==> src/rtl/adpll_cpu_regs_pkg.sv <==
// adpll_cpu_regs_pkg: modes, register addresses, configuration layout and reset defaults shared with the controller.
// Latency: n/a (types, constants and pure functions only).
// Backpressure: n/a.
// Contents: MODE_* codes, ADDR_* map, cfg_t shadow/committed layout, CFG_RST defaults, cfg_read/cfg_write helpers.
package adpll_cpu_regs_pkg;

   localparam logic [1:0] MODE_PD   = 2'd0;
   localparam logic [1:0] MODE_TEST = 2'd1;
   localparam logic [1:0] MODE_RX   = 2'd2;
   localparam logic [1:0] MODE_TX   = 2'd3;

   localparam int unsigned ADDR_FCW       = 0;
   localparam int unsigned ADDR_MODE      = 1;
   localparam int unsigned ADDR_GAIN      = 2;
   localparam int unsigned ADDR_IIR       = 3;
   localparam int unsigned ADDR_TEST      = 4;
   localparam int unsigned ADDR_DCO       = 5;
   localparam int unsigned ADDR_COMMIT    = 6;
   localparam int unsigned ADDR_STATUS    = 7;
   localparam int unsigned ADDR_LOCK_TIME = 8;

   localparam int FCW_BITS = 26;

   typedef struct packed {
      logic [FCW_BITS-1:0] fcw;
      logic [1:0]          mode;
      logic [3:0]          alpha_l;
      logic [3:0]          alpha_m;
      logic [3:0]          alpha_s_rx;
      logic [3:0]          alpha_s_tx;
      logic [3:0]          beta;
      logic [2:0]          lambda_rx;
      logic [2:0]          lambda_tx;
      logic [1:0]          iir_n_rx;
      logic [1:0]          iir_n_tx;
      logic [4:0]          fcw_mod;
      logic [4:0]          c_l_test;
      logic [7:0]          c_m_test;
      logic [7:0]          c_s_test;
      logic                dco_pd_test;
      logic                tdc_pd_test;
      logic                tdc_pd_inj_test;
      logic [2:0]          tdc_ctr_freq;
      logic [1:0]          dco_osc_gain;
   } cfg_t;

   localparam cfg_t CFG_RST = '{
      fcw: '0, mode: MODE_PD,
      alpha_l: 4'd14, alpha_m: 4'd8, alpha_s_rx: 4'd7, alpha_s_tx: 4'd4, beta: 4'd0,
      lambda_rx: 3'd2, lambda_tx: 3'd2, iir_n_rx: 2'd3, iir_n_tx: 2'd2, fcw_mod: 5'b01001,
      c_l_test: 5'd0, c_m_test: 8'd0, c_s_test: 8'd0,
      dco_pd_test: 1'b1, tdc_pd_test: 1'b1, tdc_pd_inj_test: 1'b1,
      tdc_ctr_freq: 3'b100, dco_osc_gain: 2'b10
   };

   // Register image of one configuration address; unmapped addresses and unused bits read 0.
   function automatic logic [31:0] cfg_read(input cfg_t c, input int unsigned addr);
      logic [31:0] r;
      r = '0;
      case (addr)
         ADDR_FCW:  r = {6'd0, c.fcw};
         ADDR_MODE: r = {30'd0, c.mode};
         ADDR_GAIN: r = {12'd0, c.beta, c.alpha_s_tx, c.alpha_s_rx, c.alpha_m, c.alpha_l};
         ADDR_IIR:  r = {11'd0, c.fcw_mod, 2'd0, c.iir_n_tx, 2'd0, c.iir_n_rx,
                         1'b0, c.lambda_tx, 1'b0, c.lambda_rx};
         ADDR_TEST: r = {1'b0, c.tdc_ctr_freq, 1'b0, c.tdc_pd_inj_test, c.tdc_pd_test,
                         c.dco_pd_test, c.c_s_test, c.c_m_test, 3'd0, c.c_l_test};
         ADDR_DCO:  r = {30'd0, c.dco_osc_gain};
         default:   r = '0;
      endcase
      return r;
   endfunction

   // Configuration after a bus write of d to addr; other addresses leave it untouched.
   function automatic cfg_t cfg_write(input cfg_t c, input int unsigned addr, input logic [31:0] d);
      cfg_t n;
      n = c;
      case (addr)
         ADDR_FCW:  n.fcw = d[FCW_BITS-1:0];
         ADDR_MODE: n.mode = d[1:0];
         ADDR_GAIN: {n.beta, n.alpha_s_tx, n.alpha_s_rx, n.alpha_m, n.alpha_l} = d[19:0];
         ADDR_IIR: begin
            n.lambda_rx = d[2:0];
            n.lambda_tx = d[6:4];
            n.iir_n_rx  = d[9:8];
            n.iir_n_tx  = d[13:12];
            n.fcw_mod   = d[20:16];
         end
         ADDR_TEST: begin
            n.c_l_test        = d[4:0];
            n.c_m_test        = d[15:8];
            n.c_s_test        = d[23:16];
            n.dco_pd_test     = d[24];
            n.tdc_pd_test     = d[25];
            n.tdc_pd_inj_test = d[26];
            n.tdc_ctr_freq    = d[30:28];
         end
         ADDR_DCO:  n.dco_osc_gain = d[1:0];
         default:   n = c;
      endcase
      return n;
   endfunction

endpackage

==> src/rtl/adpll_cpu_regs_lock_timer.sv <==
// adpll_lock_timer: channel_lock synchroniser, lock-acquisition timer and lock_lost flag.
// Latency: lock_sync trails channel_lock by 2 cycles; timer freezes on the edge after lock_sync rises.
// Backpressure: none; en=0 freezes every flop including the synchroniser.
// Ports: clk/rst, en, channel_lock, commit + commit_mode, clr_lost (W1C) in; lock_sync, lock_time, lock_lost out.
// Option: without ADPLL_REGS_LOCK_TIMER_EN only the synchroniser remains; lock_time and lock_lost tie to 0.
module adpll_lock_timer
   import adpll_cpu_regs_pkg::*;
#(
   parameter int LTW = 16
) (
   input  logic           clk,
   input  logic           rst,
   input  logic           en,
   input  logic           channel_lock,
   input  logic           commit,
   input  logic [1:0]     commit_mode,
   input  logic           clr_lost,
   output logic           lock_sync,
   output logic [LTW-1:0] lock_time,
   output logic           lock_lost
);

   logic sync_q1;
   logic sync_q2;

   always_ff @(posedge clk or posedge rst) begin
      if (rst) begin
         sync_q1 <= 1'b0;
         sync_q2 <= 1'b0;
      end else if (en) begin
         sync_q1 <= channel_lock;
         sync_q2 <= sync_q1;
      end
   end

   assign lock_sync = sync_q2;

`ifdef ADPLL_REGS_LOCK_TIMER_EN
   typedef enum logic [1:0] {T_IDLE, T_COUNT, T_DONE} tstate_t;

   tstate_t state;
   logic    lock_prev;
   logic    lock_rise;
   logic    lock_fall;

   assign lock_rise = sync_q2 & ~lock_prev;
   assign lock_fall = ~sync_q2 & lock_prev;

   always_ff @(posedge clk or posedge rst) begin
      if (rst) begin
         state     <= T_IDLE;
         lock_prev <= 1'b0;
         lock_time <= '0;
         lock_lost <= 1'b0;
      end else if (en) begin
         lock_prev <= sync_q2;
         // A commit always restarts the measurement, even mid-count or after lock.
         if (commit) begin
            lock_time <= '0;
            state     <= (commit_mode == MODE_RX || commit_mode == MODE_TX) ? T_COUNT : T_IDLE;
         end else if (state == T_COUNT) begin
            if (lock_rise)
               state <= T_DONE;
            else if (lock_time != '1)
               lock_time <= lock_time + 1'b1;
         end
         // A lock drop seen in the same cycle as the software clear must not be lost.
         if (state == T_DONE && lock_fall)
            lock_lost <= 1'b1;
         else if (clr_lost)
            lock_lost <= 1'b0;
      end
   end
`else
   logic unused_timer_inputs;
   assign unused_timer_inputs = ^{commit, commit_mode, clr_lost};
   assign lock_time = '0;
   assign lock_lost = 1'b0;
`endif

endmodule

==> src/rtl/adpll_cpu_regs.sv <==
// adpll_cpu_regs: CPU register bank feeding the ADPLL controller with double-buffered (shadow/commit) configuration.
// Latency: writes reach the shadow next edge; COMMIT moves every field to the outputs on one edge; reads 1 cycle.
// Backpressure: none; every bus access is accepted, en=0 freezes all state.
// Ports: clk/rst (async active-high), en, select/write/adress/data_in/data_out bus, channel_lock in,
//        committed FCW/mode/gain/IIR/test/DCO configuration out, cfg_pending out.
// Option: define ADPLL_REGS_LOCK_TIMER_EN to include the lock timer, LOCK_TIME register and lock_lost.
module adpll_cpu_regs
   import adpll_cpu_regs_pkg::*;
#(
   parameter int FCWW = 26,
   parameter int LTW  = 16,
   parameter int AW   = 5
) (
   input  logic            clk,
   input  logic            rst,
   input  logic            en,
   input  logic            select,
   input  logic            write,
   input  logic [AW-1:0]   adress,
   input  logic [31:0]     data_in,
   output logic [31:0]     data_out,
   input  logic            channel_lock,
   output logic [FCWW-1:0] FCW,
   output logic [1:0]      adpll_mode,
   output logic [3:0]      alpha_l,
   output logic [3:0]      alpha_m,
   output logic [3:0]      alpha_s_rx,
   output logic [3:0]      alpha_s_tx,
   output logic [3:0]      beta,
   output logic [2:0]      lambda_rx,
   output logic [2:0]      lambda_tx,
   output logic [1:0]      iir_n_rx,
   output logic [1:0]      iir_n_tx,
   output logic [4:0]      FCW_mod,
   output logic [4:0]      dco_c_l_word_test,
   output logic [7:0]      dco_c_m_word_test,
   output logic [7:0]      dco_c_s_word_test,
   output logic            dco_pd_test,
   output logic            tdc_pd_test,
   output logic            tdc_pd_inj_test,
   output logic [2:0]      tdc_ctr_freq,
   output logic [1:0]      dco_osc_gain,
   output logic            cfg_pending
);

   cfg_t           shadow;
   cfg_t           active;
   int unsigned    addr_i;
   logic           wr_en;
   logic           rd_en;
   logic           commit;
   logic           clr_lost;
   logic           lock_sync;
   logic           lock_lost;
   logic [LTW-1:0] lock_time;
   logic [31:0]    rd_mux;

   assign addr_i   = 32'(adress);
   assign wr_en    = select & write & en;
   assign rd_en    = select & ~write & en;
   assign commit   = wr_en && (addr_i == ADDR_COMMIT) && data_in[0];
   assign clr_lost = wr_en && (addr_i == ADDR_STATUS) && data_in[1];

   assign cfg_pending = (shadow != active);

   always_comb begin
      rd_mux = '0;
      case (addr_i)
         ADDR_STATUS:    rd_mux = {29'd0, cfg_pending, lock_lost, lock_sync};
         ADDR_LOCK_TIME: rd_mux = 32'(lock_time);
         default:        rd_mux = cfg_read(shadow, addr_i);
      endcase
   end

   always_ff @(posedge clk or posedge rst) begin
      if (rst) begin
         shadow   <= CFG_RST;
         active   <= CFG_RST;
         data_out <= '0;
      end else if (en) begin
         if (wr_en)
            shadow <= cfg_write(shadow, addr_i, data_in);
         if (commit)
            active <= shadow;
         if (rd_en)
            data_out <= rd_mux;
      end
   end

   adpll_lock_timer #(.LTW(LTW)) u_lock_timer (
      .clk          (clk),
      .rst          (rst),
      .en           (en),
      .channel_lock (channel_lock),
      .commit       (commit),
      .commit_mode  (shadow.mode),
      .clr_lost     (clr_lost),
      .lock_sync    (lock_sync),
      .lock_time    (lock_time),
      .lock_lost    (lock_lost)
   );

   assign FCW               = FCWW'(active.fcw);
   assign adpll_mode        = active.mode;
   assign alpha_l           = active.alpha_l;
   assign alpha_m           = active.alpha_m;
   assign alpha_s_rx        = active.alpha_s_rx;
   assign alpha_s_tx        = active.alpha_s_tx;
   assign beta              = active.beta;
   assign lambda_rx         = active.lambda_rx;
   assign lambda_tx         = active.lambda_tx;
   assign iir_n_rx          = active.iir_n_rx;
   assign iir_n_tx          = active.iir_n_tx;
   assign FCW_mod           = active.fcw_mod;
   assign dco_c_l_word_test = active.c_l_test;
   assign dco_c_m_word_test = active.c_m_test;
   assign dco_c_s_word_test = active.c_s_test;
   assign dco_pd_test       = active.dco_pd_test;
   assign tdc_pd_test       = active.tdc_pd_test;
   assign tdc_pd_inj_test   = active.tdc_pd_inj_test;
   assign tdc_ctr_freq      = active.tdc_ctr_freq;
   assign dco_osc_gain      = active.dco_osc_gain;

endmodule

==> config.mk <==
export PLATFORM = sky130hd
export DESIGN_NAME = adpll_cpu_regs
export DESIGN_NICKNAME = d
export VERILOG_FILES = /design/src/rtl/adpll_cpu_regs_pkg.sv /design/src/rtl/adpll_cpu_regs_lock_timer.sv /design/src/rtl/adpll_cpu_regs.sv
export SDC_FILE = /design/constraint.sdc
export NUM_CORES = 1
export LEC_CHECK = 0
export ABC_AREA = 1
export BUFFER_PORTS_ARGS = -buffer_cell sky130_fd_sc_hd__buf_4
export CAP_MARGIN = 15
export CORE_UTILIZATION = 55
export CTS_CLUSTER_SIZE = 12
export DETAILED_ROUTE_END_ITERATION = 8
export PLACE_DENSITY_LB_ADDON = 0.12
export REMOVE_ABC_BUFFERS = 1
export SYNTH_ARGS = -nofsm -noshare
export SYNTH_HDL_FRONTEND = slang
export SYNTH_SLANG_ARGS = --single-unit
==> constraint.sdc <==
create_clock -name clk -period 10.17 [get_ports clk]
set_input_delay 2.5425 -clock clk [delete_from_list [all_inputs] [get_ports clk]]
set_output_delay 2.5425 -clock clk [all_outputs]
set_load 0.02 [all_outputs]
* Yosys cells after proc, flatten, opt, wreduce, memory -nomap -nowiden
Cells that the tools add are included.
Word-level totals: bits in registers 218, latch bits 0, RAM bits 0, memory bits (read-only) 0, input port bits 43, output and inout port bits 125, word-level logic and storage cells 70, memories 0
Cells by class: $add $sub $neg 0, $mul 0, div/mod/pow operators 0, magnitude comparators 0, eq/ne operators 9, shift-type cells 0, mux-type cells 2, bitwise logic cells 5, reductions and logical operators 11
Operator list (count):
- case mux 31 bit (6 select lines) | 1
- != test 92 bit | 1
- case mux 31 bit (2 select lines) | 1
- logical NOT 32 bit | 1
- equality test 5 x 3 -> 1 bit (second input constant) | 4
- AND reduction 3 bit | 6
- equality test 5 x 2 -> 1 bit (second input constant) | 2
- equality test 5 x 1 -> 1 bit (second input constant) | 1
- equality test 5 x 4 -> 1 bit (second input constant) | 1
- AND 1 bit | 4
- AND reduction 2 bit | 2
- logical AND 1 bit | 2
- inverter 1 bit | 1

* Depth between registers and ports, before layout
Gate-level depths: netlist of the first run.
word-level depth 5, depth in mapped cells 11, mapped depth without buffers 11

* Modules after synthesis
From an unflattened synthesis of the first run, not the netlist that was laid out.
Second synthesis, totals: cells, all modules 1326, area total of the unflattened synthesis 10483.8 um^2
Modules (own cells, without submodules):
- adpll_cpu_regs | times used 1, cells each 1298, area each 10272.4 um^2, sequential area each 5405.2 um^2
- adpll_lock_timer | times used 1, cells each 28, area each 211.5 um^2, sequential area each 50.0 um^2

* Least setup slack after synthesis of the first run
No wires, ideal clock.
path type flip-flop to output port, start point register active (netlist bit tdc_ctr_freq[2]), end point output cfg_pending, arrival 1293 ps, setup slack 6334 ps, stages on the path, launching flop included 10, path buffers 0, cells stage by stage dfstp_2 -> inv_1 -> nand2_1 -> nand2_1 -> nor2_1 -> nand2_1 -> nor2_1 -> nand2_1 -> nor2_1 -> nand3_1
Between the ends: word-level cells in the longest chain between the ends 1
Ends and longest elaborated chain:
- start, declared | RTL line adpll_cpu_regs.sv:47 | cfg_t active;
- start signal, assigned | RTL line adpll_cpu_regs.sv:84 | active <= shadow;
- != test 92 bit | RTL line adpll_cpu_regs.sv:64 | assign cfg_pending = (shadow != active);
- end, declared | RTL line adpll_cpu_regs.sv:43 | output logic cfg_pending
Every way passes these cells.

* Final worst setup path of the first run
start point input adress[2], end point register shadow[42] (netlist name)
Between the ends: word-level cells in the longest chain between the ends 2
Ends and longest elaborated chain:
- start, declared | RTL line adpll_cpu_regs.sv:19 | input logic [AW-1:0] adress,
- equality test 5 x 2 -> 1 bit | RTL line adpll_cpu_regs_pkg.sv:78 | case (addr)
- AND reduction 3 bit (no source line)
- end signal, assigned | RTL line adpll_cpu_regs.sv:82 | shadow <= cfg_write(shadow, addr_i, data_in);
- end, declared | RTL line adpll_cpu_regs.sv:46 | cfg_t shadow;
Every way passes these cells. A chain may end at the register's enable or synchronous reset.

==> results of run 1 <==
-- area by class of cell --
type,instances,area (sq um)
fill,1508,5687
multi-input combinational,822,3770
sequential,216,5455
inverter,182,691.9
clock buffer,38,734.5
clock inverter,6,55.05
tap,229,286.5
timing repair buffer,171,1284
-- Yosys cell counts, types with 12 or more instances --
library cell  number
nand2_1          452
inv_1            180
o21ai_0          180
dfrtp_1          176
nor2_1            67
dfstp_2           40
clkbuf_1          29
o22ai_1           26
xor2_1            20
a21oi_1           17
buf_2             15
mux2_2            13
o21ai_1           12
-- cell families (layout without fill, tap and decap cells) --
logic type	Yosys count	in the layout
flip-flops	216	216
multiplexers	13	13
other	1	2
AND/OR/NAND/NOR	534	534
buffers and inverters	229	397
XOR/XNOR	31	31
AO/OA/AOI/OAI	242	242
-- worst paths after layout --
| path | from | endpoint | cells after the start |
|---|---|---|---|
| max | adress[2] | shadow[42]$_DFFE_PP1P_ | 8 |
| min | u_lock_timer.sync_q1$_DFFE_PP0P_ | u_lock_timer.sync_q1$_DFFE_PP0P_ | 2 |
| max reg2reg | shadow[59]$_DFFE_PP1P_ | data_out[2]$_DFFE_PP0P_ | 11 |
| min reg2reg | u_lock_timer.sync_q1$_DFFE_PP0P_ | u_lock_timer.sync_q1$_DFFE_PP0P_ | 2 |
| max in group asynchronous | rst | data_out[0]$_DFFE_PP0P_ | 3 |
| min in group asynchronous | rst | shadow[80]$_DFFE_PP0P_ | 2 |
-- worst max-delay path, cell delays in order --
cell and delay (ps):
buf_4 110, inv_1 110, nand2_1 110, nor2_1 230, nand2_1 540, inv_1 360, nand2_1 650, o21ai_0 430
-- routing by layer --
layer,vias to the layer above,GRT usage (%)
met2,259,46.85
met4,0,6.471
met1,4100,39.78
li1,4230,-
met5,-,0
met3,40,3.606
-- sequential cells by signal (all words and copies together) (netlist names), 2 cells and up --
| signal | flops |
|---|---|
| FCW_mod | 5 |
| lambda_tx | 3 |
| iir_n_rx | 2 |
| alpha_m | 4 |
| alpha_s_rx | 4 |
| beta | 4 |
| shadow | 92 |
| alpha_l | 4 |
| lambda_rx | 3 |
| iir_n_tx | 2 |
| dco_c_m_word_test | 8 |
| dco_c_l_word_test | 5 |
| tdc_ctr_freq | 3 |
| alpha_s_tx | 4 |
| data_out | 30 |
| adpll_mode | 2 |
| dco_c_s_word_test | 8 |
| dco_osc_gain | 2 |
| FCW | 26 |
-- report_power, final --
part           internal (mW)  switching, mW
Sequential             0.901         0.0305
Combinational         0.0666          0.122
Clock                  0.519          0.341
Total                   1.49          0.493
-- per-stage QoR --
stage	setup slack, ps	instances	area, sq um
4_1_cts	5473	1664	12280
6_report	5470	1664	12280
5_1_grt	5263	1664	12280
2_1_floorplan	1786	1220	9910
3_3_place_gp	5131	1620	11490
3_5_place_dp	4992	1620	11490
==> metrics, run 1 <==
status=finished, final reports clean; WL met2=12590 um; final setup violation count=0; Synth Area in Simple Gates=20.51%; Final ANT Viol Nets=0; CTS Buf Count=24; Pwr Total=1.980 mW; peak supply drop=0.1495 mV; met1 WL=11400 um; most frequent cells in the layout=nand2_1 (452), o21ai_0 (180), inv_1 (179), dfrtp_1 (176), buf_4 (171); Adder-Cell Fraction of Synth Area=0%; max-slew violation count=0; sequential share of the synthesized area=53.95%; Sink Count=216; clk_skew=9.660 ps; most area-consuming cells after synthesis=dfrtp_1 (44%), nand2_1 (17%), dfstp_2 (10%), o21ai_0 (8.9%), inv_1 (6.7%); Mapped Avg Cell Area=7.988 sq um; final wirelength=26050 um; drt initial violations=591; Via density=5.186; Worst Path Arrival=5100 ps; Worst-Skew Late Latency=510 ps; die height=137.6 um; die extent in x=137.6 um; PortBufs=163; CTS Hold Bufs=0; Total GRT Usage=28.31%; crit end category=flip-flop; H-tree levels=1; Yosys reg bits=216; clock root cell=clkbuf_16; # rows=49; Post-Syn Instances=1266; CTS tree=done; clock slew at reported path FFs=60 ps; WL/cell=15.65 um; DRC viols=0; min Tclk post-route=4700 ps; Core ar.=0.01796 sq mm; XOR/XNOR Fraction of Synth Area=2.685%; R2R setup slack=8460 ps; final cycle utilization of the critical path=46.21%; mux share of post-synthesis cell area=1.448%; CP Max Fanout=30; CP startpoint kind=input port; P_leak=6.137 nW; Yosys top cell by area=dfrtp_1; pin count of the biggest net entering global routing=99; Hold Violations, Final=0; Post-synth ARST share=100.0%; antenna violations before repair=0; number of flops mapped to enable cells by yosys=0; Slew @ Worst Pin=1104 ps; HP Class=reg -> reg; total number of vias=8629; Resized Gates After CTS=0; HPWL Detailed=17330 um; nets@finish=1460; area share of the leading cell type in the synthesized netlist=43.55%; vias in the first global route=7950; synth warn=0; DR top layer=met4; Pwr per Cell Area=161.3 mW/mm^2; ys flop type=dfrtp_1; maximum buffer depth of the clock tree=3; first-pass GRT wire length=41030 um; Die Area=0.01893 sq mm; RePlAce Congestion=0.8244; # Max-Cap Violations=0; drt pass-1 iters=5; most common cell after layout, fill and taps aside=nand2_1; Max-slew headroom=26.12%; area of the mapped netlist=0.01011 sq mm; Post-CTS Setup Bufs=0; WHS=477.3 ps; Synth Area in Compound Gates=12.56%; grt ovf=0; worst path required time=10570 ps; Cell variety after synth=30; FMAX=212.8 MHz; RSZ-0062 raised after global routing=no; kind of critical path=in -> reg; initial core utilization=56.29%; Boundary Pins=168; met3 WL=1550 um; area grow syn2layout=21.41%; n_diodes=0; largest family of logic cells by synthesized area=simple AND/OR/NAND/NOR gates; Setup TNS=0 ps; ratio of cells with drive above 1 in the final layout=19.02%; Post-Route Utilization=68.34%
Power figures use the tool's default switching activity.
==> inputs of run 2 (changes only) <==
- CORE_UTILIZATION: 55 -> 51
- clock period: 10.17 -> 4.2 ns (I/O delays scaled with it)
==> run 2 against run 1 <==
Clock skew decreased by 1.6 ps. Cell count increased by 2.7%. Count of clock-buffer cells in the layout shrank 1. Die area is 7.7% higher. Sequential power rose by 140%. Highest routed layer unchanged. Final area is 1.1% higher. Global-route usage decreased by 1.7 points. Register-to-register slack worse by 6000 ps. Sequential cell count unchanged. Via count decreased by 0.95%. Combinational power is 140% higher. Setup slack got worse by 4500 ps.
==> metrics, run 2 (synthesis gave the netlist of run 1 again) <==
FMAX=312.5 MHz; pin count of the biggest net entering global routing=104 (+5.1%); drt pass-1 iters=7 (+2); vias in the first global route=7901 (-0.62%); HPWL Detailed=17930 um (+3.5%); reg2reg path depth=11 (unchanged); initial core utilization=51.96% (-4.3 points); # placed instances=1665 (+2.8%); Final ANT Viol Nets=0 (unchanged); most common cell after layout, fill and taps aside=nand2_1; RePlAce Congestion=0.8019 (-2.7%); Slew @ Worst Pin=729.0 ps (-375.3 ps); Total GRT Usage=26.61% (-1.7 points); final cell count without fillers=1709 (+2.7%); die height=142.8 um (+3.8%); # Max-Cap Violations=0 (unchanged); Pwr Total=4.803 mW (+140%); max reg flops=92 (unchanged); antenna violations before repair=0 (unchanged); n_diodes=0 (unchanged); Hold Violations, Final=0 (unchanged); CTS Hold Bufs=0 (unchanged); clock slew at reported path FFs=60 ps (about the same); status=finished, final reports clean; CP Max Fanout=3 (-90%); area grow syn2layout=22.73%; HP Class=reg -> reg; Worst-Skew Late Latency=510 ps (about the same); ratio of cells with drive above 1 in the final layout=19.39% (+0.37 points); post-route cell area=0.01241 sq mm (+1.1%); Worst Hold Depth=2 (unchanged); # rows=51 (+4.1%); DRC viols=0 (unchanged); RSZ-0062 raised after global routing=no; Resized Gates After CTS=0 (unchanged); final setup violation count=0 (unchanged); WL/cell=15.60 um (-0.33%); Max-slew headroom=51.40% (+25 points); CTS tree=done; Die Area=0.02039 sq mm (+7.7%); CP startpoint kind=flip-flop; Core ar.=0.01946 sq mm (+8.3%); Post-CTS Setup Bufs=0 (unchanged); Worst Path Arrival=2150 ps (-2950 ps); maximum buffer depth of the clock tree=3 (unchanged); final cycle utilization of the critical path=76.19%; crit end category=output pin; total number of vias=8547 (-0.95%); first-pass GRT wire length=41540 um (+1.2%); most frequent cells in the layout=nand2_1 (452), o21ai_0 (180), inv_1 (179), buf_4 (178), dfrtp_1 (176); drt initial violations=465 (-21%); CTS Buf Count=24 (unchanged); peak supply drop=0.2603 mV (+74%); max-slew violation count=0 (unchanged); worst path required time=3150 ps (-7420 ps); final wirelength=26660 um (+2.4%); grt ovf=0 (unchanged); H-tree levels=1 (unchanged); Boundary Pins=168 (unchanged); Cell Area, Placed=0.01162 sq mm (+1.2%); clk_skew=8.083 ps (-1.578 ps); clock root cell=clkbuf_16; Pwr per Cell Area=387.0 mW/mm^2 (+140%); PortBufs=163 (unchanged); nets@finish=1469 (+0.62%); die extent in x=142.8 um (+3.8%); Biggest register=shadow; Setup TNS=0 ps (unchanged); Sink Count=216 (unchanged); min Tclk post-route=3200 ps; kind of critical path=reg -> out; Via density=5.001 (-3.6%); P_leak=6.183 nW (+0.74%)
-- run 2: cell count changes in the layout (fill, tap and decap cells not counted) --
cell,before,now
buf_12,0,2
buf_4,171,178
bufinv_16,1,2
clkbuf_1,7,9
clkbuf_8,6,3
-- run 2: cell type report --
class	instances	area, sq um
Clock buffer	37	700.7
Clock inverter	7	85.08
Fill cell	1744	7052
Inverter	182	691.9
Multi-Input combinational cell	822	3770
Sequential cell	216	5455
Tap cell	265	331.6
Timing Repair Buffer	180	1376
-- run 2: metal layers --
layer	track usage [%]	share of wire [%]	up-vias	wire (um)
met5	0	0	-	0
met4	6.678	2.1	0	566
li1	-	-	4249	-
met3	3.286	4.8	35	1279
met2	43.86	48	231	12730
met1	37.40	45	4032	12080
-- run 2: report_power, final --
part	switching (mW)	internal, mW
registers	0.0753	2.18
clock network	0.819	1.27
logic	0.294	0.164
-- run 2: metrics by stage --
stage	worst slack, ps	utilization [%]	hold slack (ps)
CTS	977.3	63.77	486.9
global route	853.8	63.77	502.1
floorplan	-2691	-	442.2
detailed placement	1137	59.73	468.8
finish	999.9	63.77	476.9
global placement	1207	59.73	460.0
-- run 2: final timing paths --
path / from / endpoint / slack [ps]
setup / recovery: shadow[59]$_DFFE_PP1P_ / cfg_pending / 1000
hold / removal: u_lock_timer.sync_q1$_DFFE_PP0P_ / u_lock_timer.sync_q1$_DFFE_PP0P_ / 480
setup reg to reg: shadow[59]$_DFFE_PP1P_ / data_out[2]$_DFFE_PP0P_ / 2470
hold reg to reg: u_lock_timer.sync_q1$_DFFE_PP0P_ / u_lock_timer.sync_q1$_DFFE_PP0P_ / 480
max in group asynchronous: rst / shadow[54]$_DFFE_PP1P_ / 2560
min in group asynchronous: rst / FCW[15]$_DFFE_PP0P_ / 670
-- run 2: critical path, cell delays in order, from the launching register on --
cell and delay [ps]:
dfstp_2 540, inv_1 60, nand2_1 60, nand2_1 60, nor2_1 250, nand2_1 90, nor2_1 90, nand2_1 70
nor2_1 100, nand3_1 140, buf_4 200
==> inputs of run 3 (changes only) <==
- ABC_AREA: 1 -> 0
- CORE_UTILIZATION: 51 -> 55
- clock period: 4.2 -> 3.17 ns (I/O delays scaled with it)
==> run 3 against run 2 <==
Count of clock-buffer cells in the layout grew 1. Non-clock buffer count shrank 1. First-iteration DRC count shrank 15%. Largest cell class unchanged. Synthesized cell count shrank 44%. Critical path depth shrank 4. Combinational power grew 22%. Cell count shrank 35%. Area after synthesis shrank 2.7%. Register-to-register slack lost 1100 ps. Largest power group unchanged. Clock power grew 21%. Sequential power grew 34%.
==> metrics, run 3 <==
crit end category=output pin; final cell count without fillers=1117 (-35%); Slew @ Worst Pin=631.4 ps (-97.63 ps); Via density=5.746 (+15%); most frequent cells in the layout=dfrtp_1 (176), buf_4 (176), mux2_2 (167), xor2_1 (92), dfstp_2 (40); total number of vias=6418 (-25%); count leader, synth=dfrtp_1; drt pass-1 iters=5 (-2); area grow syn2layout=21.97%; Synth Area in Simple Gates=5.455% (-15 points); CP Cell Sequence=xor2_1 -> nor4_2 -> nand4_1 -> nor4_2 -> nand2_1 -> buf_4; n_diodes=0 (unchanged); nets@finish=920 (-37%); ratio of cells with drive above 1 in the final layout=51.35% (+32 points); DRC viols=0 (unchanged); Max-slew headroom=57.91% (+6.5 points); Logic pwr share=9.2% (-0.4 points); first-pass GRT wire length=37880 um (-8.8%); P_leak=6.444 nW (+4.2%); register share of total power=49.4% (+2.4 points); pin count of the biggest net entering global routing=64 (-38%); Int Power=4.653 mW (+29%); kind of critical path=reg -> out; number of flops mapped to enable cells by yosys=0 (unchanged); Core ar.=0.01736 sq mm (-11%); CTS Buf Count=23 (-4.2%); mux share of post-synthesis cell area=22.26% (+21 points); clock root cell=clkbuf_16; Final ANT Viol Nets=0 (unchanged); Sink Count=216 (unchanged); CP Max Fanout=3 (unchanged); Die Area=0.01843 sq mm (-9.6%); Yosys top cell by area=dfrtp_1; CTS Hold Bufs=0 (unchanged); XOR/XNOR Fraction of Synth Area=8.188% (+5.5 points); slowest CP cell=nor4_2; Biggest register=shadow; cell family with most CP delay=simple AND/OR/NAND/NOR gates; HPWL Detailed=16200 um (-9.7%); final wirelength=24740 um (-7.2%); PortBufs=163 (unchanged); Total GRT Usage=27.54% (+0.93 points); area share of the leading cell type in the synthesized netlist=44.76% (+1.2 points); WP buf/inv=1 (-1); H-tree levels=1 (unchanged); Adder-Cell Fraction of Synth Area=0% (unchanged); Boundary Pins=168 (unchanged); final cycle utilization of the critical path=97.59%; FMAX=323.3 MHz; Clk network pwr share=41.4% (-2.0 points); pre-CTS WS=316.1 ps (-821.3 ps); WL/cell=22.15 um (+42%); Hold Violations, Final=0 (unchanged); CP max stage delay=410 ps (-130 ps); Yosys reg bits=216 (unchanged); # Max-Cap Violations=0 (unchanged); # placed instances=1077 (-35%); initial core utilization=56.70% (+4.7 points); RePlAce Congestion=0.8431 (+5.1%); total net switching power=1.464 mW (+23%); # rows=48 (-5.9%); Synth Area in Compound Gates=5.391% (-7.2 points); Worst Path Arrival=2300 ps (+150 ps); Pwr per Cell Area=509.6 mW/mm^2 (+32%); Worst-Skew Late Latency=500 ps (about the same); Cell Area, Placed=0.01121 sq mm (-3.5%); Mapped Avg Cell Area=13.88 sq um (+74%); final worst slack=76.44 ps (-923.4 ps); die extent in x=135.8 um (-4.9%); antenna violations before repair=0 (unchanged); clk_skew=10.40 ps (+2.321 ps); vias in the first global route=6633 (-16%); most used cell, CP=nor4_2; die height=135.8 um (-4.9%); WHS=306.6 ps (-170.4 ps); Post-synth ARST share=100.0% (unchanged); Post-Syn Instances=709 (-44%); RSZ-0062 raised after global routing=no; status=finished, final reports clean; Post-CTS Setup Bufs=0 (unchanged); worst path required time=2380 ps (-770 ps); CP startpoint kind=flip-flop; clock slew at reported path FFs=60 ps (about the same); sequential share of the synthesized area=55.44% (+1.5 points); post-route cell area=0.01200 sq mm (-3.3%); drt initial violations=397 (-15%); min Tclk post-route=3094 ps; Sw Ratio=23.93% (-0.81 points); synth warn=0 (unchanged); grt ovf=0 (unchanged); area of the mapped netlist=0.009841 sq mm (-2.7%); most frequent cells after synthesis=dfrtp_1 (176), mux2_2 (167), xor2_1 (92); CTS tree=done; max reg flops=92 (unchanged); final setup violation count=0 (unchanged); max-slew violation count=0 (unchanged); HP Class=in -> async; Cell variety after synth=42 (+40%); ys flop type=dfrtp_1; most area-consuming cells after synthesis=dfrtp_1 (45%), mux2_2 (19%), dfstp_2 (11%), xor2_1 (8.2%), mux2_4 (3.1%); Post-Route Utilization=69.15% (+5.4 points); maximum buffer depth of the clock tree=3 (unchanged); peak supply drop=0.3898 mV (+50%); largest family of logic cells by synthesized area=multiplexers
[run 3: per-stage QoR]
stage | setup TNS (ps) | power, mW
after floorplan | -792190 | 3.357
after global placement | 0 | 3.581
after detailed placement | 0 | 3.606
after CTS | 0 | 6.162
after global routing | 0 | 6.338
final | 0 | 6.117
[run 3: cells by family after synthesis]
logic type      Yosys count
compound gates           78
xor+xnor                 92
buf+inv                  38
flops                   216
mux                     188
other cells               1
simple gates             96
[run 3: power groups by stage]
stage / clock network [mW] / logic [mW] / registers, mW
after detailed placement: 0 / 0.537 / 3.07
after global routing: 2.69 / 0.608 / 3.04
after CTS: 2.58 / 0.560 / 3.02
after floorplan: 0 / 0.308 / 3.05
final: 2.53 / 0.561 / 3.02
after global placement: 0 / 0.524 / 3.06
[run 3: layer usage]
metal / share of wire, % / wire length [um] / vias to the layer above / track usage, %
li1: - / - / 2879 / -
met1: 42 / 10440 / 3288 / 37.22
met2: 49 / 12190 / 210 / 45.24
met3: 6.1 / 1517 / 41 / 4.901
met4: 2.4 / 586 / 0 / 8.365
met5: 0 / 0 / - / 0
[run 3: repair_timing]
action / CTS / global route
pin swaps: 2 / 1
cloned: 0 / 0
setup endpoints to repair: 1 / 1
gates resized for setup: 9 / 3
hold endpoints to repair: 0 / 0
[run 3: worst paths after layout]
| kind | start | endpoint | slack [ps] | cells after the start |
|---|---|---|---|---|
| max | dco_c_s_word_test[6]$_DFFE_PP0P_ | cfg_pending | 80 | 6 |
| min | rst | lambda_tx[2]$_DFFE_PP0P_ | 310 | 2 |
| max reg2reg | shadow[35]$_DFFE_PP1P_ | data_out[2]$_DFFE_PP0P_ | 1360 | 5 |
| min reg2reg | data_out[24]$_DFFE_PP0P_ | data_out[24]$_DFFE_PP0P_ | 480 | 2 |
| max in group asynchronous | rst | dco_pd_test$_DFFE_PP1P_ | 1990 | 3 |
| min in group clk | data_out[24]$_DFFE_PP0P_ | data_out[24]$_DFFE_PP0P_ | 480 | 2 |
[run 3: area by class of cell]
type                    instances  area [sq um]
clock buffers                  38         701.9
flip-flops and latches        216          5455
clock inverters                 2         10.01
fillers                      1295          5354
well taps                     225         281.5
inverters                       1         11.26
repair buffers                179          1381
multi-input cells             456          4161
